**config.mk**
```make
export PLATFORM = sky130hd
export DESIGN_NAME = pad_tx_serializer
export DESIGN_NICKNAME = d
export VERILOG_FILES = /design/src/rtl/pad_tx_serializer.sv
export SDC_FILE = /design/constraint.sdc
export NUM_CORES = 1
export LEC_CHECK = 0
export ABC_AREA = 1
export CAP_MARGIN = 20
export CORE_AREA = 2 2 45 67
export DETAILED_ROUTE_END_ITERATION = 6
export DIE_AREA = 0 0 47 69
export HOLD_SLACK_MARGIN = 0.03
export PLACE_DENSITY = 0.8
export SETUP_SLACK_MARGIN = 0.2
export SLEW_MARGIN = 20
export SYNTH_ARGS = -nofsm -noshare
export SYNTH_HDL_FRONTEND = slang
export SYNTH_SLANG_ARGS = --single-unit
```
**constraint.sdc**
```tcl
create_clock -name clk -period 1.8 [get_ports clk]
set_clock_uncertainty 0.2 [all_clocks]
set_input_delay 0.36 -clock clk [delete_from_list [all_inputs] [get_ports clk]]
set_output_delay 0.36 -clock clk [all_outputs]
set_load 0.01 [all_outputs]
```
**src/rtl/pad_tx_serializer.sv**
```systemverilog
// Pad-side serializer: parallel word in, LSB-first serial out with lead/trail idle framing.
// Optional odd-parity bit appended when PAD_TX_PARITY_EN is defined.
module pad_tx_serializer #(
    parameter int unsigned DATA_W    = 8,
    parameter int unsigned LEAD_CYC  = 2,
    parameter int unsigned TRAIL_CYC = 2,
    parameter logic        IDLE_LVL  = 1'b1
) (
    input  logic              clk,
    input  logic              rst_n,
    input  logic [DATA_W-1:0] tx_data,
    input  logic              tx_valid,
    output logic              tx_ready,
    output logic              dout_p,
    output logic              dout_n,
    output logic              oen,
    output logic              busy
);

`ifdef PAD_TX_PARITY_EN
    localparam int unsigned PAR_W = 1;
`else
    localparam int unsigned PAR_W = 0;
`endif
    localparam int unsigned NBITS = DATA_W + PAR_W;
    localparam int unsigned BIT_W = $clog2(NBITS + 1);
    localparam int unsigned CNT_W = 4;

    typedef enum logic [1:0] {
        S_IDLE,
        S_LEAD,
        S_SHIFT,
        S_TRAIL
    } state_e;

    state_e             state_q, state_d;
    logic [CNT_W-1:0]   cnt_q, cnt_d;
    logic [BIT_W-1:0]   bit_q, bit_d;
    logic [NBITS-1:0]   sh_q, sh_d;
    logic               dout_q, dout_d;
    logic               oen_q, oen_d;
    logic               busy_q, busy_d;
    logic [NBITS-1:0]   word_c;
    logic               last_bit_c;
    logic               hs_c;

    // Word as it goes on the line; parity (if present) rides as the final bit.
`ifdef PAD_TX_PARITY_EN
    assign word_c = {~(^tx_data), tx_data};
`else
    assign word_c = tx_data;
`endif

    assign last_bit_c = (bit_q == BIT_W'(NBITS - 1));
    assign tx_ready   = (state_q == S_IDLE) || (state_q == S_TRAIL) ||
                        ((state_q == S_SHIFT) && last_bit_c);
    assign hs_c       = tx_valid && tx_ready;

    assign dout_p = dout_q;
    assign dout_n = ~dout_q;
    assign oen    = oen_q;
    assign busy   = busy_q;

    // Next-state and next-output decode; outputs follow the state being entered.
    always_comb begin
        state_d = state_q;
        cnt_d   = cnt_q;
        bit_d   = bit_q;
        sh_d    = sh_q;
        case (state_q)
            S_IDLE: begin
                if (hs_c) begin
                    state_d = S_LEAD;
                    sh_d    = word_c;
                    cnt_d   = '0;
                    bit_d   = '0;
                end
            end
            S_LEAD: begin
                if (cnt_q == CNT_W'(LEAD_CYC - 1)) begin
                    state_d = S_SHIFT;
                    cnt_d   = '0;
                    bit_d   = '0;
                end else begin
                    cnt_d = cnt_q + CNT_W'(1);
                end
            end
            S_SHIFT: begin
                if (last_bit_c) begin
                    bit_d = '0;
                    cnt_d = '0;
                    if (hs_c) begin
                        sh_d = word_c;
                    end else begin
                        state_d = S_TRAIL;
                    end
                end else begin
                    sh_d  = sh_q >> 1;
                    bit_d = bit_q + BIT_W'(1);
                end
            end
            S_TRAIL: begin
                if (hs_c) begin
                    // Chain straight into the next word; the trail is abandoned.
                    state_d = S_SHIFT;
                    sh_d    = word_c;
                    bit_d   = '0;
                    cnt_d   = '0;
                end else if (cnt_q == CNT_W'(TRAIL_CYC - 1)) begin
                    state_d = S_IDLE;
                    cnt_d   = '0;
                end else begin
                    cnt_d = cnt_q + CNT_W'(1);
                end
            end
            default: begin
                state_d = S_IDLE;
            end
        endcase
        dout_d = (state_d == S_SHIFT) ? sh_d[0] : IDLE_LVL;
        oen_d  = (state_d == S_IDLE);
        busy_d = (state_d != S_IDLE);
    end

    always_ff @(posedge clk) begin
        if (!rst_n) begin
            state_q <= S_IDLE;
            cnt_q   <= '0;
            bit_q   <= '0;
            sh_q    <= '0;
            dout_q  <= IDLE_LVL;
            oen_q   <= 1'b1;
            busy_q  <= 1'b0;
        end else begin
            state_q <= state_d;
            cnt_q   <= cnt_d;
            bit_q   <= bit_d;
            sh_q    <= sh_d;
            dout_q  <= dout_d;
            oen_q   <= oen_d;
            busy_q  <= busy_d;
        end
    end

endmodule

```
-- Word-level counts from Yosys, hierarchy flattened
Index checks and enable logic that the tools add are counted.
- word-level logic and storage cells: 51
- output and inout port bits: 5
- bits in registers: 21
- eq/ne operators: 10
- mux-type cells: 18
- reduce and logical (&&, ||, !) cells: 12
- $add $sub $neg: 2
- bitwise gates (word level): 1
- operators with widths (operator ; count):
    4-bit 2-to-1 mux ; 6
    8-bit 2-to-1 mux ; 2
    4-bit case mux with 4 select lines ; 1
    8-bit case mux with 2 select lines ; 1
    2-bit 2-to-1 mux ; 6
    4-bit case mux with 3 select lines ; 1
    4-bit by 1-bit adder with 4-bit output (second input constant) ; 2
    2-bit case mux with 4 select lines ; 1
    2-bit == test (second input constant) ; 3
    2-bit != test (second input constant) ; 3
    2-bit AND reduction ; 3
    4-bit by 1-bit == test with 1-bit output (second input constant) ; 1
    4-bit by 3-bit == test with 1-bit output (second input constant) ; 1
    2-bit logical NOT ; 2
    2-bit nonzero test ; 2
    2-bit by 1-bit == test with 1-bit output (second input constant) ; 1
    1-bit logical AND ; 2
    1-bit logical OR ; 2
    2-bit by 1-bit != test with 1-bit output (second input constant) ; 1
    2-bit OR reduction ; 1
    1-bit NOT ; 1

-- Logic depth before layout (Yosys ltp)
Gate-level depths: netlist of run 1.
- word-level depth: 9
- depth in mapped cells: 11

-- Worst setup path before layout of run 1
No wires, ideal clock.
- kind: register to register
- start point: register state_q[0]
- end point: register busy_q, in the netlist busy
- cell stages (with the launch flop): 12
- arrival: 1462 ps
- path slack: 23 ps
- clock period less this slack: 1777 ps
- required time: 1485 ps
- cells stage by stage: dfxtp_1 -> inv_1 -> ha_1 -> nand4_2 -> nand2_4 -> nand2_4 -> nand2_4 -> nand3_2 -> nand2_2 -> nand2_2 -> nand2_2 -> nand2_1
- word-level cells in the longest chain between the ends: 8
- RTL lines (element ; RTL line ; text):
    from (decl) ; 36 ; state_e state_q, state_d;
    from (signal assigned) ; 135 ; state_q <= state_d;
    2-bit == test (tied with other cells) ; 55 ; assign tx_ready = (state_q == S_IDLE) || (state_q == S_TRAIL) ||
    1-bit logical OR or 1-bit logical AND (tied branches) ; 55, 56 ;
    1-bit logical OR * ; 55 ;
    via tx_ready ; 13 ; output logic tx_ready,
    1-bit logical AND * ; 57 ; assign hs_c = tx_valid && tx_ready;
    2-bit 2-to-1 mux ; 92 ; if (hs_c) begin
    2-bit 2-to-1 mux ; 89 ; if (last_bit_c) begin
    2-bit case mux with 4 select lines * ; 70 ; case (state_q)
    2-bit nonzero test * ; 122 ; busy_d = (state_d != S_IDLE);
    to (signal assigned) ; 141 ; busy_q <= busy_d;
    to (decl) ; 42 ; logic busy_q, busy_d;
Mark *: on every way through the listed nets, which the timed path passes. The rest lies on a longest branch.
A chain may end at the register's enable or synchronous reset.

-- Final worst setup path of run 1
- start point: register state_q[1]
- end point: output port tx_ready
- word-level cells in the longest chain between the ends: 3
- RTL lines (element ; RTL line):
    2-bit == test (tied with other cells) ; 55
    1-bit logical OR or 1-bit logical AND (tied branches) ; 55, 56
    1-bit logical OR * ; 55
    to (decl) ; 13
Mark *: on every way between the ends. The rest lies on a longest branch, timed or not.

==> run summary, run 1 <==
Input/output buffers: 15
Internal Power: 1.813 mW
Yosys reg bits: 21
Post-synthesis compound-gate area fraction: 0.1947
Footprint of the multi-input gates: 838.3 um^2
Storage cell area: 427.9 um^2
Vias in the first global route: 1328
Hold buffers post-CTS: 0
# DRC: 0
Startpoint Class: flop
R2R setup slack: 0.12 ns
Adder-cell share of the synthesized area: 0.08155
Synth Area in Simple Gates: 0.2875
Worst vdd ir: 0.001197 V
Flop pwr share: 0.220
Worst Path Arrival: 1.15 ns
Io pins: 16
Cell Rows: 23
Initial core utilization: 0.4636
Final min period: 1.712 ns
Deepest level of the CTS H-tree: 1
Ys async rst share: 0
Avg WL per Cell: 13.54 um
Initial antenna violation count: 0
Final nets: 239
First-pass GRT wire length: 5.664 mm
Final hold violation count: 0
Number of CTS-inserted buffers: 3
Most frequent cells in the layout: 35 x nand2_1, 25 x buf_4, 17 x dfxtp_1, 16 x inv_1, 12 x nand2_2
Crit Path Class: flop to output pin
Tot GR Track Use: 0.2407
Clk_lat worst skew: 0.27 ns
Fmax achieved: 584.3 MHz
Leakage power total: 0.8321 nW
Area grow syn2layout: 51.27%
Yosys cell types: 29
Post-Synth XOR/XNOR Area: 0.007136
Leading cell type in the layout, fill and taps excluded: nand2_1
Crit end category: output pin
Clk buf depth: 2
Layout cells sized above 1: 0.3562
Final worst path period share: 0.9509
Post-synth EDFFs: 0
Detailed Routing Iterations Pass 1: 4
Sw Pwr: 1.424 mW
Root buffer cell: clkbuf_8
# diodes: 0
Die width: 47 um
Final setup violation count: 0
Post-synthesis sequential area ratio: 0.3425
RSZ-0062 raised after global routing: true
Clk pwr share: 0.098
Post-DP HPWL: 2.455 mm
Final worst slack: 0.08842 ns
Comb pwr share: 0.682
Least-Margin Pin Slew: 0.3492 ns
Power per cell area: 1743 nW/um^2
Core ar.: 2648 um^2
Largest net degree at the start of global routing: 12
Max_cap viols: 0
Syn Std Cell Area: 1227 um^2
Fillcell total: 230
Vias per cell: 5.105
Avg Cell Area, Syn: 7.136 um^2
Fin Setup TNS: 0 ns
WHS: 0.2916 ns
Post-synth top flop: dfxtp_1
Mapped Nets: 191
Synth Warn #: 0
TritonCTS clock tree: done
Worst-path clk slew: 0.08 ns
Layout Utilization: 0.7013
Post-DRT Antenna Nets: 0
Routed wire length: 3.466 mm
Max Slew Vio Count: 0
Die area: 3243 um^2
Rel. slew slack: 0.7658
Gpl congestion: 0.8083
Sw frac: 0.4399
Outcome: completed
Global route overflow: 0
Die Y: 69 um
TritonCTS Sinks: 21
WP data required: 1.24 ns
Post-place setup slack: -0.1198 ns
DRT iter0 DRCs: 32
Largest fanout on the critical path: 3
Synthesized instance count: 172
DR vias: 1307
Hold Crit Class: flop to flop
Largest family of logic cells by synthesized area: simple AND/OR/NAND/NOR gates
Mux contribution to synthesized area: 0
-- path summary, 6_finish.rpt --
| check | cells after the start | from | end |
|---|---|---|---|
| hold / removal | 2 | sh_q[7] | sh_q[7] |
| setup reg to reg | 9 | bit_q[1] | cnt_q[2] |
| hold reg to reg | 2 | sh_q[7] | sh_q[7] |
| setup / recovery | 4 | state_q[1] | tx_ready |
-- cell usage after synthesis, types with 3 or more instances --
cell,count,area [um^2]
nand2_2,6,37.54
nor2_1,10,37.54
nand2_1,42,157.7
o21ai_1,5,25.02
o211ai_1,3,22.52
a31oi_1,3,18.77
nand2_4,3,33.78
dfxtp_1,21,420.4
nand3_1,9,45.04
inv_1,20,75.07
o21ai_0,12,60.06
inv_2,3,11.26
ha_1,8,100.1
a21oi_1,12,60.06
-- layer usage --
metal / wire [um] / GRT usage / up-vias
met3: 102 / 0.03665 / 9
li1: - / - / 658
met2: 1981 / 0.4460 / 33
met4: 95 / 0.1049 / 0
met5: 0 / 0 / -
met1: 1286 / 0.2394 / 607
-- through the flow --
step | power (mW) | area (um^2) | cells
final | 3.237 | 1857 | 256
after global routing | 3.467 | 1857 | 256
after CTS | 3.100 | 1822 | 255
after detailed placement | 2.401 | 1617 | 244
after global placement | 2.336 | 1617 | 244
after floorplan | 1.766 | 1265 | 172
-- critical path, stage by stage, from the launching register on --
cell and delay, ns:
dfxtp_4 0.39, inv_4 0.05, ha_4 0.27, nand2_4 0.06
buf_6 0.12
-- registers in the layout, summed over array words and instances, names as in the netlist --
signal,flops
bit_q,4
busy,1
cnt_q,4
dout_p,1
oen,1
sh_q,8
state_q,2
-- cell type report --
cell class | count | area share
Clock buffer | 4 | 0.02426
Inverter | 24 | 0.05256
Multi-Input combinational cell | 124 | 0.4515
Sequential cell | 21 | 0.2305
Tap cell | 37 | 0.02493
Timing Repair Buffer | 46 | 0.2163
-- cell families after synthesis --
logic type | count (synthesis)
adders and majority gates | 8
DFF | 21
and+or+nand+nor | 75
xor gates and xnor gates | 1
AOI/OAI and AO/OA | 40
buffers and inverters | 27
-- repair_timing --
item                                    in CTS  in global routing
gates resized for setup                     42                  7
setup buffers                                7                  1
gates cloned                                 0                  0
endpoints found under the setup margin      26                 21
pin swaps                                   14                 11
-- power groups by stage --
| stage | logic [mW] | registers (mW) | clock network (mW) |
|---|---|---|---|
| 6_report | 2.21 | 0.712 | 0.316 |
| 5_1_grt | 2.40 | 0.723 | 0.343 |
| 4_1_cts | 2.07 | 0.709 | 0.324 |
| 3_5_place_dp | 1.70 | 0.697 | 0 |
| 3_3_place_gp | 1.65 | 0.690 | 0 |
| 2_1_floorplan | 1.06 | 0.701 | 0 |
(Power assumes the default switching activity.)
==> run 2, diff against run 1 <==
--- a/config.mk
+++ b/config.mk
@@ -7,9 +7,9 @@
 export LEC_CHECK = 0
 export ABC_AREA = 1
 export CAP_MARGIN = 20
-export CORE_AREA = 2 2 45 67
+export CORE_AREA = 2 2 44 66
 export DETAILED_ROUTE_END_ITERATION = 6
-export DIE_AREA = 0 0 47 69
+export DIE_AREA = 0 0 46 68
 export HOLD_SLACK_MARGIN = 0.03
 export PLACE_DENSITY = 0.8
 export SETUP_SLACK_MARGIN = 0.2
==> constraint.sdc (replaced) <==
create_clock -name clk -period 2.1 [get_ports clk]
set_clock_uncertainty 0.2 [all_clocks]
set_input_delay 0.42 -clock clk [delete_from_list [all_inputs] [get_ports clk]]
set_output_delay 0.42 -clock clk [all_outputs]
set_load 0.01 [all_outputs]
==> run 2 against run 1 <==
Clock-buffer cell count is 1 lower. Flip-flop and latch count stayed put. Sequential power is 13% lower. First-iteration DRC count is 9.4% lower. Utilization is 10 points lower. Total power is 32% lower. Sequential share of layout area is 4.7 points higher. Non-clock buffer count is 24 lower. Register-to-register slack better by 0.19 ns. Critical endpoint unchanged. Combinational power is 40% lower. Cell count is 14% lower. Die area is 3.5% lower.
==> run summary, run 2 (synthesis gave the netlist of run 1 again) <==
Outcome: completed
Max Slew Vio Count: 0
Post-DRT Antenna Nets: 0
DP Area: 1445 um^2
Layout cells sized above 1: 0.2103
Final hold violation count: 0
Worst vdd ir: 0.0006343 V
Startpoint Class: flop
Fin Setup TNS: 0 ns
Detailed Routing Iterations Pass 1: 4
Fmax achieved: 552.2 MHz
Critical Path Source: state_q[1]
First-pass GRT wire length: 4.554 mm
Input/output buffers: 15
Avg WL per Cell: 12.75 um
Clk_lat worst skew: 0.26 ns
Number of CTS-inserted buffers: 3
Hold Crit Class: flop to flop
Largest net degree at the start of global routing: 14
WHS: 0.2918 ns
Hold buffers post-CTS: 0
Clk pwr share: 0.119
TritonCTS clock tree: done
TritonCTS Sinks: 21
Worst-path clk slew: 0.08 ns
Placed insts: 216
# diodes: 0
Reg2reg start: state_q[1]
Initial antenna violation count: 0
Die width: 46 um
Number of flip-flops in the largest register: 8
Final nets: 215
Tot GR Track Use: 0.2004
# DRC: 0
Cell Rows: 23
Core ar.: 2590 um^2
Root buffer cell: clkbuf_8
Leakage power total: 0.6632 nW
Reg2Reg Depth: 10
Routed wire length: 2.804 mm
Final min period: 1.811 ns
Sw frac: 0.4526
Sw Pwr: 1.001 mW
Clk buf depth: 2
Largest fanout on the critical path: 4
Internal Power: 1.211 mW
Power per cell area: 1427 nW/um^2
Leading cell type in the layout, fill and taps excluded: nand2_1
Area grow syn2layout: 26.30%
Final worst path period share: 0.8623
Max_cap viols: 0
Rel. slew slack: 0.7454
Post-Layout Inst Area: 1550 um^2
Vias in the first global route: 1131
Deepest level of the CTS H-tree: 1
Io pins: 16
Final setup violation count: 0
RSZ-0062 raised after global routing: false
Tot Pwr: 2.213 mW
Initial core utilization: 0.4739
Flop pwr share: 0.281
Register with the most flip-flops: sh_q
R2R setup slack: 0.31 ns
Comb pwr share: 0.600
DR vias: 1181
DRT iter0 DRCs: 29
Post-place setup slack: 0.06980 ns
Least-Margin Pin Slew: 0.3819 ns
Global route overflow: 0
Vias per cell: 5.368
Setup crit end: tx_ready
Non-filler instance count after layout: 220
Largest registers: sh_q (8), bit_q (4), cnt_q (4)
Crit end category: output pin
Gpl congestion: 0.9426
Layout Utilization: 0.5986
Hold depth: 2
Most frequent cells in the layout: 42 x nand2_1, 17 x inv_1, 17 x dfxtp_1, 14 x clkdlybuf4s50_1
WP data required: 1.48 ns
Crit Path Class: flop to output pin
Final worst slack: 0.2892 ns
Die Y: 68 um
Reg2reg end: dout_p
Die area: 3128 um^2
Post-DP HPWL: 2.071 mm
Worst Path Arrival: 1.19 ns
==> run 2: cell count changes in the layout (fill, tap and decap cells not counted), moves of 4 or more <==
cell,change
buf_4,-18
dlygate4sd2_1,-4
buf_6,-7
nand2_1,+7
nand2_2,-6
clkdlybuf4s50_1,+4
==> run 2: routing by layer <==
metal / wire (um) / track usage / vias to the layer above / share of wire
li1: - / - / 606 / -
met1: 1167 / 0.2174 / 548 / 0.42
met2: 1480 / 0.3576 / 23 / 0.53
met3: 112 / 0.02639 / 4 / 0.040
met4: 43 / 0.1107 / 0 / 0.015
met5: 0 / 0 / - / 0
==> run 2: worst max-delay path, stage by stage (launching register included) <==
cell and delay, ns:
dfxtp_4 0.39, inv_2 0.08, ha_4 0.28, nand2_4 0.05, buf_2 0.13
==> run 2: worst min-delay path by stage <==
| stage | start | end | slack (ns) |
|---|---|---|---|
| finish | sh_q[7] | sh_q[7] | 0.29 |
| global route | sh_q[7] | sh_q[7] | 0.33 |
| CTS | sh_q[7] | sh_q[7] | 0.29 |
| detailed placement | bit_q[1] | bit_q[1] | 0.28 |
| global placement | bit_q[1] | bit_q[1] | 0.27 |
| floorplan | sh_q[7] | sh_q[7] | 0.26 |
==> run 2: final cells by class <==
| class | instances | area, um^2 |
|---|---|---|
| Fill cell | 220 | 1040 |
| Multi-Input combinational cell | 124 | 749.5 |
| Sequential cell | 21 | 430.4 |
| Timing Repair Buffer | 22 | 197.7 |
| Inverter | 24 | 95.09 |
| Clock buffer | 3 | 41.29 |
| Tap cell | 25 | 31.28 |
| Clock inverter | 1 | 5.005 |
==> run 2: repair_timing <==
item / CTS / global route
gates resized for setup: 14 / 8
endpoints found under the setup margin: 1 / 6
setup buffers: 0 / 0
pin swaps: 1 / 1
endpoints found under the hold margin: 0 / 0
gates cloned: 0 / 0
==> run 2: power by group through the flow <==
stage	clock (mW)	sequential, mW	combinational [mW]
floorplan	0	0.593	0.855
global placement	0	0.589	1.22
detailed placement	0	0.594	1.25
CTS	0.271	0.603	1.31
global route	0.288	0.637	1.47
finish	0.263	0.622	1.33
==> run 3, diff against run 2 <==
--- a/config.mk
+++ b/config.mk
@@ -8,6 +8,8 @@
 export ABC_AREA = 1
 export CAP_MARGIN = 20
 export CORE_AREA = 2 2 44 66
+export CTS_BUF_LIST = sky130_fd_sc_hd__clkbuf_16
+export CTS_CLUSTER_DIAMETER = 30
 export DETAILED_ROUTE_END_ITERATION = 6
 export DIE_AREA = 0 0 46 68
 export HOLD_SLACK_MARGIN = 0.03
@@ -17,3 +19,4 @@
 export SYNTH_ARGS = -nofsm -noshare
 export SYNTH_HDL_FRONTEND = slang
 export SYNTH_SLANG_ARGS = --single-unit
+export TNS_END_PERCENT = 10
==> run 3 against run 2 <==
Worst setup slack worse by 0.093 ns. Die area stayed put. Cell count is 1.8% higher. Routed wire length is 5.6% higher. Flip-flop and latch count stayed put. Design area is 5.1% higher.
==> run summary, run 3 (synthesis gave the netlist of run 1 again) <==
Initial antenna violation count: 0
Tot GR Track Use: 0.2093
Die width: 46 um
Final setup violation count: 0
Largest fanout on the critical path: 4
Hold buffers post-CTS: 0
First-pass GRT wire length: 4.761 mm
Detailed Routing Iterations Pass 1: 4
Die Y: 68 um
Crit end category: output pin
Leakage power total: 0.6970 nW
Post-DP HPWL: 2.071 mm
Initial core utilization: 0.4739
Post-DRT Antenna Nets: 0
Register with the most flip-flops: sh_q
Die area: 3128 um^2
Least-Margin Pin Slew: 0.3879 ns
WP data required: 1.48 ns
Clk buf depth: 2
Deepest level of the CTS H-tree: 1
Core ar.: 2590 um^2
RSZ-0062 raised after global routing: true
Worst Path Arrival: 1.28 ns
Final hold violation count: 0
Post-place setup slack: 0.06980 ns
Largest registers: sh_q (8), bit_q (4), cnt_q (4)
Hold Crit Class: flop to flop
Clk_lat worst skew: 0.25 ns
Max_cap viols: 0
Largest net degree at the start of global routing: 14
Worst vdd ir: 0.0007060 V
Fillcell total: 209
Vias per cell: 5.433
Io pins: 16
Number of CTS-inserted buffers: 3
Final nets: 219
Footprint of the multi-input gates: 764.5 um^2
Leading cell type in the layout, fill and taps excluded: nand2_1
Sw Pwr: 1.053 mW
Internal Power: 1.395 mW
Comb pwr share: 0.586
DR vias: 1217
Outcome: completed
Cell Rows: 23
Fmax achieved: 525.2 MHz
Power per cell area: 1503 nW/um^2
Rel. slew slack: 0.7414
DRT iter0 DRCs: 34
TritonCTS clock tree: done
Routed wire length: 2.961 mm
Max Slew Vio Count: 0
Startpoint Class: flop
Vias in the first global route: 1160
Worst-path clk slew: 0.06 ns
Crit Path Class: flop to output pin
Storage cell area: 422.9 um^2
# DRC: 0
Final worst path period share: 0.9067
Final min period: 1.904 ns
Root buffer cell: clkbuf_16
TritonCTS Sinks: 21
Sw frac: 0.4302
Number of flip-flops in the largest register: 8
Gpl congestion: 0.9426
Input/output buffers: 15
Flop pwr share: 0.251
Avg WL per Cell: 13.22 um
Layout cells sized above 1: 0.2211
Area grow syn2layout: 32.72%
Final worst slack: 0.1960 ns
Fin Setup TNS: 0 ns
Clk pwr share: 0.164
Global route overflow: 0
Most frequent cells in the layout: 42 x nand2_1, 19 x dfxtp_1, 17 x inv_1, 14 x clkdlybuf4s50_1
# diodes: 0
-- run 3: worst paths after layout --
check,slack [ns],cells after the start,endpoint,from
worst min-delay path,0.29,2,sh_q[6],sh_q[6]
worst max-delay path,0.20,4,tx_ready,state_q[1]
worst max register to register,0.31,10,dout_p,state_q[1]
worst min register to register,0.29,2,sh_q[6],sh_q[6]
-- run 3: critical path, cell delays in order (launching register included) --
cell and delay, ns:
dfxtp_2 0.39, inv_2 0.09, ha_4 0.29, nand2_4 0.05, clkdlybuf4s15_2 0.22
-- run 3: final cells by class --
cell class,count,share of cell area
repair buffers,26,0.1436
inverters,24,0.05914
well taps,25,0.01920
clock inverters,1,0.003072
clock buffers,3,0.04608
multi-input cells,124,0.4693
flip-flops and latches,21,0.2596
-- run 3: power by group through the flow --
stage	Sequential [mW]	Clock [mW]	Combinational, mW
floorplan	0.593	0	0.855
global placement	0.589	0	1.22
detailed placement	0.594	0	1.25
CTS	0.601	0.405	1.31
global route	0.628	0.426	1.59
finish	0.614	0.400	1.43
-- run 3: routing by layer --
layer,track usage,share of wire
met4,0.1250,0.025
met2,0.3733,0.53
met5,0,0
met1,0.2254,0.41
met3,0.02375,0.033
-- run 3: per-stage QoR --
| step | std cells | total power [mW] | hold WS (ns) | util | area, um^2 |
|---|---|---|---|---|---|
| detailed placement | 216 | 1.847 | 0.2775 | 0.5580 | 1445 |
| floorplan | 172 | 1.448 | 0.2570 | - | 1227 |
| global placement | 216 | 1.813 | 0.2717 | 0.5580 | 1445 |
| CTS | 220 | 2.313 | 0.2876 | 0.6082 | 1575 |
| global route | 224 | 2.644 | 0.3269 | 0.6290 | 1629 |
| finish | 224 | 2.448 | 0.2932 | 0.6290 | 1629 |
-- run 3: repair_timing --
action | CTS | global route
endpoints found under the setup margin | 2 | 6
pin swaps | 1 | 0
resized for setup | 13 | 5
setup buffers | 0 | 4
